--- config.mk ---
export PLATFORM = sky130hd
export DESIGN_NAME = axi_slave_arbiter
export DESIGN_NICKNAME = d
export VERILOG_FILES = /design/src/rtl/axi_slave_arbiter_pkg.sv /design/src/rtl/axi_slave_arbiter_rr_pick.sv /design/src/rtl/axi_slave_arbiter.sv
export SDC_FILE = /design/constraint.sdc
export NUM_CORES = 1
export LEC_CHECK = 0
export CORE_AREA = 10 10 47 49
export CTS_CLUSTER_DIAMETER = 80
export DETAILED_ROUTE_END_ITERATION = 10
export DIE_AREA = 0 0 57 59
export PLACE_DENSITY_LB_ADDON = 0.1
export SYNTH_ARGS = -nofsm -noshare
export SYNTH_HDL_FRONTEND = slang
export SYNTH_HIERARCHICAL = 1
export SYNTH_SLANG_ARGS = --single-unit
--- constraint.sdc ---
create_clock -name ACLK -period 1.9 [get_ports ACLK]
set_input_delay 0.19 -clock ACLK [delete_from_list [all_inputs] [get_ports ACLK]]
set_output_delay 0.19 -clock ACLK [all_outputs]
set_load 0.005 [all_outputs]
--- src/rtl/axi_slave_arbiter_pkg.sv ---
// rtl/axi_slave_arbiter_pkg.sv - shared types and constants for the AXI slave-port arbiter
package axi_slave_arbiter_pkg;

    typedef enum logic [1:0] {
        ARB_IDLE = 2'd0,
        ARB_ADDR = 2'd1,
        ARB_DATA = 2'd2
    } arb_state_e;

    localparam int AXI_ARB_TIMEOUT_DEFAULT = 1024;
    localparam int AXI_ARB_REQ_CNT_DEFAULT = 2;
    localparam int AXI_ARB_PTR_BITS        = $clog2(AXI_ARB_REQ_CNT_DEFAULT);

    // Owner index, also consumed by the ID-extension logic of the interconnect
    typedef logic [AXI_ARB_PTR_BITS-1:0] arb_ptr_t;

endpackage

--- src/rtl/axi_slave_arbiter_rr_pick.sv ---
// rtl/axi_slave_arbiter_rr_pick.sv - combinational round-robin priority selector
module rr_pick #(
    parameter int REQ_CNT  = 2,
    parameter int PTR_BITS = $clog2(REQ_CNT)
) (
    input  logic [REQ_CNT-1:0]  req_i,
    input  logic [PTR_BITS-1:0] start_i,
    output logic [PTR_BITS-1:0] pick_o,
    output logic                pick_valid_o
);

    // Scan offsets from farthest to nearest so the nearest set bit from start_i wins
    always_comb begin
        int                idx;
        logic [PTR_BITS-1:0] idx_p;
        pick_o       = '0;
        pick_valid_o = 1'b0;
        for (int i = REQ_CNT - 1; i >= 0; i--) begin
            idx   = (int'(start_i) + i) % REQ_CNT;
            idx_p = PTR_BITS'(idx);
            if (req_i[idx_p]) begin
                pick_o       = idx_p;
                pick_valid_o = 1'b1;
            end
        end
    end

endmodule

--- src/rtl/axi_slave_arbiter.sv ---
// rtl/axi_slave_arbiter.sv - round-robin ownership arbiter for one AXI slave address channel (optional watchdog: AXI_ARB_TIMEOUT_EN)
module axi_slave_arbiter
    import axi_slave_arbiter_pkg::*;
#(
    parameter int REQ_CNT        = 2,
    parameter int PTR_BITS       = $clog2(REQ_CNT),
    parameter int TIMEOUT_CYCLES = AXI_ARB_TIMEOUT_DEFAULT
) (
    input  logic                ACLK,
    input  logic                ARESETn,
    input  logic [REQ_CNT-1:0]  req_valid,
    input  logic                addr_ready,
    input  logic                resp_valid,
    input  logic                resp_ready,
    input  logic                resp_last,
    output logic [PTR_BITS-1:0] grant_ptr,
    output logic                addr_en,
    output logic                owner_valid,
    output logic                timeout_err
);

    arb_state_e          state_q, state_d;
    logic [PTR_BITS-1:0] grant_q, grant_d;
    logic [PTR_BITS-1:0] last_q,  last_d;
    logic [PTR_BITS-1:0] start_ptr;
    logic [PTR_BITS-1:0] pick;
    logic                pick_valid;
    logic                beat;

    assign beat      = resp_valid & resp_ready;
    assign start_ptr = (last_q == PTR_BITS'(REQ_CNT - 1)) ? '0 : last_q + PTR_BITS'(1);

    rr_pick #(
        .REQ_CNT  (REQ_CNT),
        .PTR_BITS (PTR_BITS)
    ) u_rr_pick (
        .req_i        (req_valid),
        .start_i      (start_ptr),
        .pick_o       (pick),
        .pick_valid_o (pick_valid)
    );

`ifdef AXI_ARB_TIMEOUT_EN
    localparam int TMR_W = (TIMEOUT_CYCLES > 1) ? $clog2(TIMEOUT_CYCLES) : 1;
    logic [TMR_W-1:0] cnt_q, cnt_d;
    logic             tmo_q, tmo_d;
`endif

    // Next-state: grant only from IDLE, hold the owner through address and response phases
    always_comb begin
        state_d = state_q;
        grant_d = grant_q;
        last_d  = last_q;
`ifdef AXI_ARB_TIMEOUT_EN
        cnt_d   = '0;
        tmo_d   = 1'b0;
`endif
        unique case (state_q)
            ARB_IDLE: begin
                if (pick_valid) begin
                    grant_d = pick;
                    state_d = ARB_ADDR;
                end
            end
            ARB_ADDR: begin
                // A dropped owner VALID is a protocol violation; keep waiting rather than re-arbitrate
                if (addr_ready && req_valid[grant_q]) begin
                    state_d = ARB_DATA;
                end
            end
            ARB_DATA: begin
                if (beat && resp_last) begin
                    state_d = ARB_IDLE;
                    last_d  = grant_q;
                end
`ifdef AXI_ARB_TIMEOUT_EN
                else if (beat) begin
                    cnt_d = '0;
                end else if (cnt_q == TMR_W'(TIMEOUT_CYCLES - 1)) begin
                    state_d = ARB_IDLE;
                    last_d  = grant_q;
                    tmo_d   = 1'b1;
                end else begin
                    cnt_d = cnt_q + TMR_W'(1);
                end
`endif
            end
            default: begin
                state_d = ARB_IDLE;
            end
        endcase
    end

    // State, owner pointer and round-robin history registers
    always_ff @(posedge ACLK or negedge ARESETn) begin
        if (!ARESETn) begin
            state_q <= ARB_IDLE;
            grant_q <= '0;
            last_q  <= PTR_BITS'(REQ_CNT - 1);
        end else begin
            state_q <= state_d;
            grant_q <= grant_d;
            last_q  <= last_d;
        end
    end

`ifdef AXI_ARB_TIMEOUT_EN
    // Response watchdog counter and its single-cycle error flag
    always_ff @(posedge ACLK or negedge ARESETn) begin
        if (!ARESETn) begin
            cnt_q <= '0;
            tmo_q <= 1'b0;
        end else begin
            cnt_q <= cnt_d;
            tmo_q <= tmo_d;
        end
    end

    assign timeout_err = tmo_q;
`else
    assign timeout_err = 1'b0;
`endif

    assign grant_ptr   = grant_q;
    assign addr_en     = (state_q == ARB_ADDR);
    assign owner_valid = (state_q != ARB_IDLE);

endmodule

==> flow_metrics.py, run 1 <==
metrics = {
    "detailed_routing": {
        "viasPerCell": 3.74,
        "wl_per_cell_um": 11.1,
        "drt_wl_total_um": 590,
        "num_vias": 198,
        "wl_met1_um": 271,
        "dr.first_iter.drc_count": 3,
        "highest_layer": "met4",
        "wl_met2_um": 228,
        "route.met3.wl_um": 62,
        "drc": 0,
        "ant_nets": 0,
        "firstDrtPassIters": 3,
    },
    "global_routing": {
        "grt_usage_pct": 3.94,
        "grt.overflow.total": 0,
        "grt_first_pass_wirelength_um": 910,
        "grt_start_max_net_pins": 8,
        "antenna_found_initial": 0,
        "grt_pass1_vias": 213,
    },
    "setup_path": {
        "cpMaxStageDelayCell": "clkdlybuf4s50_1",
        "rrSetupSlack_ns": 0.77,
        "cpPeakStageDelay_ns": 0.49,
        "crit_type": "register to output port",
        "cp_max_fo": 6,
        "critPathCaptureType": "output port",
        "arrival_ns": 1.35,
        "crit_chain": "and2b_1 > clkdlybuf4s50_1",
        "cp.required_ns": 1.71,
        "r2r_cells": 2,
        "worstSetupStartpointType": "register",
        "r2r_start": "state_q[0]$_DFFE_PN0P_",
        "worstReg2RegEnd": "last_q$_DFFE_PN1P_",
    },
    "cells_and_area": {
        "area_growth_pct": 58.1,
        "drive_gt1_share_pct": 21.6,
        "nNetsFinal": 46,
        "diodes": 0,
    },
    "outcome": {
        "status": "finished, final reports clean",
    },
    "synth": {
        "ys_seq_area_share_pct": 42.4,
        "synth_commonest_cells": "dfrtp_1, inv_1, mux2_2, nand3_1, nor2_1",
        "netlist_area_sq_um": 239,
        "ys_async_sr_fraction_pct": 100,
        "ys.flop_type": "dfrtp_1",
        "ys_types": 17,
        "synth.avg_cell_area_sq_um": 9.96,
        "synth_edf_count": 0,
        "yosys.area.top_type_share_pct": 31.4,
        "yosysTopAreaCell": "dfrtp_1",
        "yosys_warnings": 6,
        "ys_ff_latch": 4,
        "synth_nets": 32,
        "syn_inst": 24,
        "synth_area_leaders": "dfrtp_1, dfstp_2, mux2_2, a311oi_2, mux2_4",
    },
    "placed_design": {
        "numPortBuffers": 10,
        "dp_slack_ns": 0.490,
        "place_congestion": 0.641,
    },
    "clock_network": {
        "postCtsHoldBufs": 0,
        "cts_tree": "done",
        "clock_latency_ns": 0.24,
        "root_buffer": "clkbuf_4",
        "cts_max_path_buffers": 2,
        "cts_made_buffers": 3,
        "cts_setup_buffers": 0,
        "ctsResizeCount": 0,
        "cts_max_level": 1,
        "cts_sinks": 4,
        "clkTransAtPathRegs_ns": 0.05,
    },
    "floorplanning": {
        "die_x_um": 57,
        "rows": 14,
        "dieArea_sq_mm": 0.00336,
        "dieHeight_um": 59,
        "coreArea_sq_mm": 0.00140,
        "io_pins": 12,
        "initial_utilization_pct": 17.1,
    },
    "sta": {
        "min_period_over_period_pct": 80.9,
        "hold_viol": 0,
        "report.final.setup_viol": 0,
        "drv_slew": 0,
        "hold_ws_ns": 0.151,
        "fin_tns_setup_ns": 0,
        "fin_crit_ns": 1.54,
        "finalWorstSetupSlack_ns": 0.363,
        "fmax_ghz": 0.651,
        "finClkSkew_ns": 0.00912,
        "rsz0062_at_grt": "false",
    },
    "pwr": {
        "p_per_area_mw_per_mm2": 1340,
        "leakage_nw": 0.159,
        "vdd_ir_drop_max_mv": 0.390,
    },
    "run": {
        "timing.max_cap.violations": 0,
    },
    "min_path": {
        "holdCritPathClass": "input port to async pin",
    },
}
[worst max-delay path by stage]
stage / slack [ns] / end / start / depth (start not counted)
6_report: 0.36 / addr_en / state_q[1]$_DFFE_PN0P_ / 2
5_1_grt: 0.29 / addr_en / state_q[0]$_DFFE_PN0P_ / 2
4_1_cts: 0.34 / addr_en / state_q[1]$_DFFE_PN0P_ / 2
3_5_place_dp: 0.49 / last_q$_DFFE_PN1P_ / resp_valid / 4
3_3_place_gp: 0.48 / last_q$_DFFE_PN1P_ / resp_last / 4
2_1_floorplan: 0.85 / last_q$_DFFE_PN1P_ / state_q[0]$_DFFE_PN0P_ / 2
[placed cells by master, fill, tap and decap left out]
cell,count
a311oi_2,1
dfstp_2,1
nand3_1,2
nand3b_1,1
mux2_2,2
and2b_1,1
or2_1,1
clkdlybuf4s50_1,10
clkbuf_4,3
inv_1,3
nor2_1,2
dfrtp_1,3
nand2_1,1
o21ai_0,1
clkbuf_1,1
mux2_4,1
nor3b_1,1
conb_1,1
a21boi_1,1
[report_power, final]
group | internal (mW) | leakage (nW) | switching, mW
Clock | 0.0791 | 0.0150 | 0.0390
Sequential | 0.132 | 0.0463 | 0.0490
Combinational | 0.144 | 0.0973 | 0.0644
[cell families (layout without fill, tap and decap cells)]
family                 after synthesis  in the layout  synth area share, %
other                                1              1                 1.57
AO/OA/AOI/OAI                        3              3                 11.5
multiplexers                         3              3                 15.7
flip-flops                           4              4                 42.4
buffers and inverters                4             17                 7.85
AND/OR/NAND/NOR                      9              9                 20.9
[critical path: cells and delay by family (launching register included)]
kind / cells / cell delay (ns)
DFF: 1 / 0.42
and+or+nand+nor: 1 / 0.21
buffers and inverters: 1 / 0.49
[sequential cells by signal, summed over array words and instances (netlist names)]
register   count
last_q         1
state_q        2
grant_ptr      1
[routing by layer]
layer / up-vias / GRT usage, %
met5: - / 0
met4: 0 / 6.04
met3: 2 / 3.22
met2: 10 / 4.50
met1: 81 / 3.46
li1: 105 / -
[area by class of cell]
| cell class | instances | area, sq um |
|---|---|---|
| Inverter | 3 | 11.3 |
| Timing Repair Buffer | 10 | 100 |
| Sequential cell | 4 | 101 |
| Tap cell | 16 | 20.0 |
| Fill cell | 154 | 1020 |
| Multi-Input combinational cell | 16 | 119 |
| Clock buffer | 4 | 26.3 |
[stage by stage]
step / instance area, sq um / cells / total power [mW] / utilization (%)
floorplan: 239 / 24 / 0.282 / -
global placement: 352 / 49 / 0.396 / 25.1
detailed placement: 352 / 49 / 0.398 / 25.1
CTS: 378 / 53 / 0.525 / 27.0
global route: 378 / 53 / 0.556 / 27.0
finish: 378 / 53 / 0.508 / 27.0
No activity file was read; power rests on OpenSTA's default activity.
==> run 2, diff against run 1 <==
clock period = 1.2 ns   (was 1.9 ns; I/O delays follow)
==> flow_metrics.py, run 2 (same netlist as run 1, synthesis figures left out) <==
metrics = {
    "outcome": {
        "status": "finished, final reports clean",
    },
    "setup_path": {
        "crit_type": "register to register",
        "cpMaxStageDelayCell": "dfrtp_1",
        "crit_chain": "buf_6 > buf_6 > nor3b_4 > mux2_4",
        "critPathCaptureType": "register",
        "crit_top_cell": "buf_6",
        "cpPeakStageDelay_ns": 0.37,
        "arrival_ns": 1.32,
        "cp.required_ns": 1.36,
        "cp_max_fo": 3,
        "worstSetupStartpointType": "register",
    },
    "sta": {
        "fin_crit_ns": 1.17,
        "min_period_over_period_pct": 97.3,
        "fmax_ghz": 0.856,
        "drv_slew": 0,
        "rsz0062_at_grt": "true",
        "hold_viol": 0,
        "fin_tns_setup_ns": 0,
        "report.final.setup_viol": 0,
        "finClkSkew_ns": 0.0191,
    },
    "min_path": {
        "holdCritPathClass": "input port to async pin",
    },
    "detailed_routing": {
        "ant_nets": 0,
        "viasPerCell": 4.13,
        "dr.first_iter.drc_count": 1,
        "firstDrtPassIters": 2,
        "drc": 0,
        "num_vias": 256,
        "wl_per_cell_um": 12.1,
        "drt_wl_total_um": 749,
    },
    "global_routing": {
        "grt.overflow.total": 0,
        "antenna_found_initial": 0,
        "grt_start_max_net_pins": 5,
        "grt_usage_pct": 4.98,
        "grt_first_pass_wirelength_um": 1240,
        "grt_pass1_vias": 298,
    },
    "placed_design": {
        "place_area_sq_um": 389,
        "place_congestion": 0.646,
        "place_hpwl_um": 538,
        "numPortBuffers": 10,
    },
    "clock_network": {
        "root_buffer": "clkbuf_4",
        "cts_sinks": 4,
        "cts_max_level": 1,
        "cts_made_buffers": 3,
        "clock_latency_ns": 0.25,
        "cts_tree": "done",
        "postCtsHoldBufs": 0,
        "cts_max_path_buffers": 2,
        "clkTransAtPathRegs_ns": 0.05,
    },
    "floorplanning": {
        "coreArea_sq_mm": 0.00140,
        "io_pins": 12,
        "dieHeight_um": 59,
        "initial_utilization_pct": 17.1,
        "rows": 14,
        "die_x_um": 57,
        "dieArea_sq_mm": 0.00336,
    },
    "cells_and_area": {
        "final_cell_mix": "clkdlybuf4s50_1, buf_4",
        "stdcell_area_sq_um": 469,
        "fin_util_pct": 33.5,
        "diodes": 0,
        "largest_reg_flops": 2,
        "area_growth_pct": 96.3,
        "regMostFlops": "state_q",
        "drive_gt1_share_pct": 47.8,
        "final_common_cell": "clkdlybuf4s50_1",
        "nNetsFinal": 55,
    },
    "pwr": {
        "p_per_area_mw_per_mm2": 2240,
        "vdd_ir_drop_max_mv": 1.13,
        "p_total_mw": 1.05,
        "leakage_nw": 0.224,
    },
    "run": {
        "timing.max_cap.violations": 0,
    },
}
## run 2: cell count changes in the layout (fill, tap and decap cells not counted), moves of 2 or more
cell and change:
clkdlybuf4s50_1 -3, mux2_2 -2, buf_4 +6, buf_6 +3
mux2_4 +2
## run 2: final cells by class
| type | instances | area, sq um |
|---|---|---|
| well taps | 16 | 20.0 |
| multi-input cells | 16 | 143 |
| repair buffers | 19 | 168 |
| flip-flops and latches | 4 | 101 |
| inverters | 3 | 11.3 |
| fillers | 164 | 932 |
| clock buffers | 4 | 26.3 |
## run 2: metal layers
| metal | wire [um] | vias up | GRT usage (%) |
|---|---|---|---|
| met2 | 339 | 14 | 7.75 |
| li1 | - | 121 | - |
| met3 | 72 | 2 | 4.08 |
| met1 | 317 | 119 | 4.07 |
| met4 | 19 | 0 | 4.03 |
| met5 | 0 | - | 0 |
## run 2: worst paths after layout
path / endpoint / cells past startpoint / slack, ns / start
worst max-delay path: last_q$_DFFE_PN1P_ / 4 / 0.03 / state_q[1]$_DFFE_PN0P_
worst min-delay path: state_q[1]$_DFFE_PN0P_ / 1 / 0.07 / ARESETn
worst max register to register: last_q$_DFFE_PN1P_ / 4 / 0.03 / state_q[1]$_DFFE_PN0P_
worst min register to register: last_q$_DFFE_PN1P_ / 1 / 0.63 / last_q$_DFFE_PN1P_
max in group asynchronous: last_q$_DFFE_PN1P_ / 1 / 0.87 / ARESETn
min in group ACLK: state_q[0]$_DFFE_PN0P_ / 2 / 0.50 / addr_ready
## run 2: worst max-delay path: cells and delay by family (launching register included)
family / cells / cell delay, ns
buf+inv: 2 / 0.20
flops: 1 / 0.37
simple gates: 1 / 0.19
mux: 1 / 0.31
## run 2: where the power goes
part	switching [mW]	internal [mW]	leakage [nW]	total (mW)
Combinational	0.214	0.390	0.163	0.604
Clock	0.0682	0.125	0.0150	0.194
Sequential	0.0457	0.210	0.0463	0.255
## run 2: metrics by stage
step / cells / hold slack (ns) / setup slack, ns
floorplan: 24 / -0.176 / 0.152
global placement: 54 / 0.332 / -0.147
global route: 62 / 0.0743 / -0.00885
finish: 62 / 0.0686 / 0.0322
CTS: 62 / 0.0674 / 0.0000838
detailed placement: 54 / 0.336 / -0.187
## run 2: timing repair
| item | in CTS | in global routing |
|---|---|---|
| hold endpoints to repair | 0 | 0 |
| pin swaps | 1 | 2 |
| buffers inserted | 4 | 1 |
| gates resized for setup | 9 | 8 |
| setup endpoints to repair | 4 | 5 |
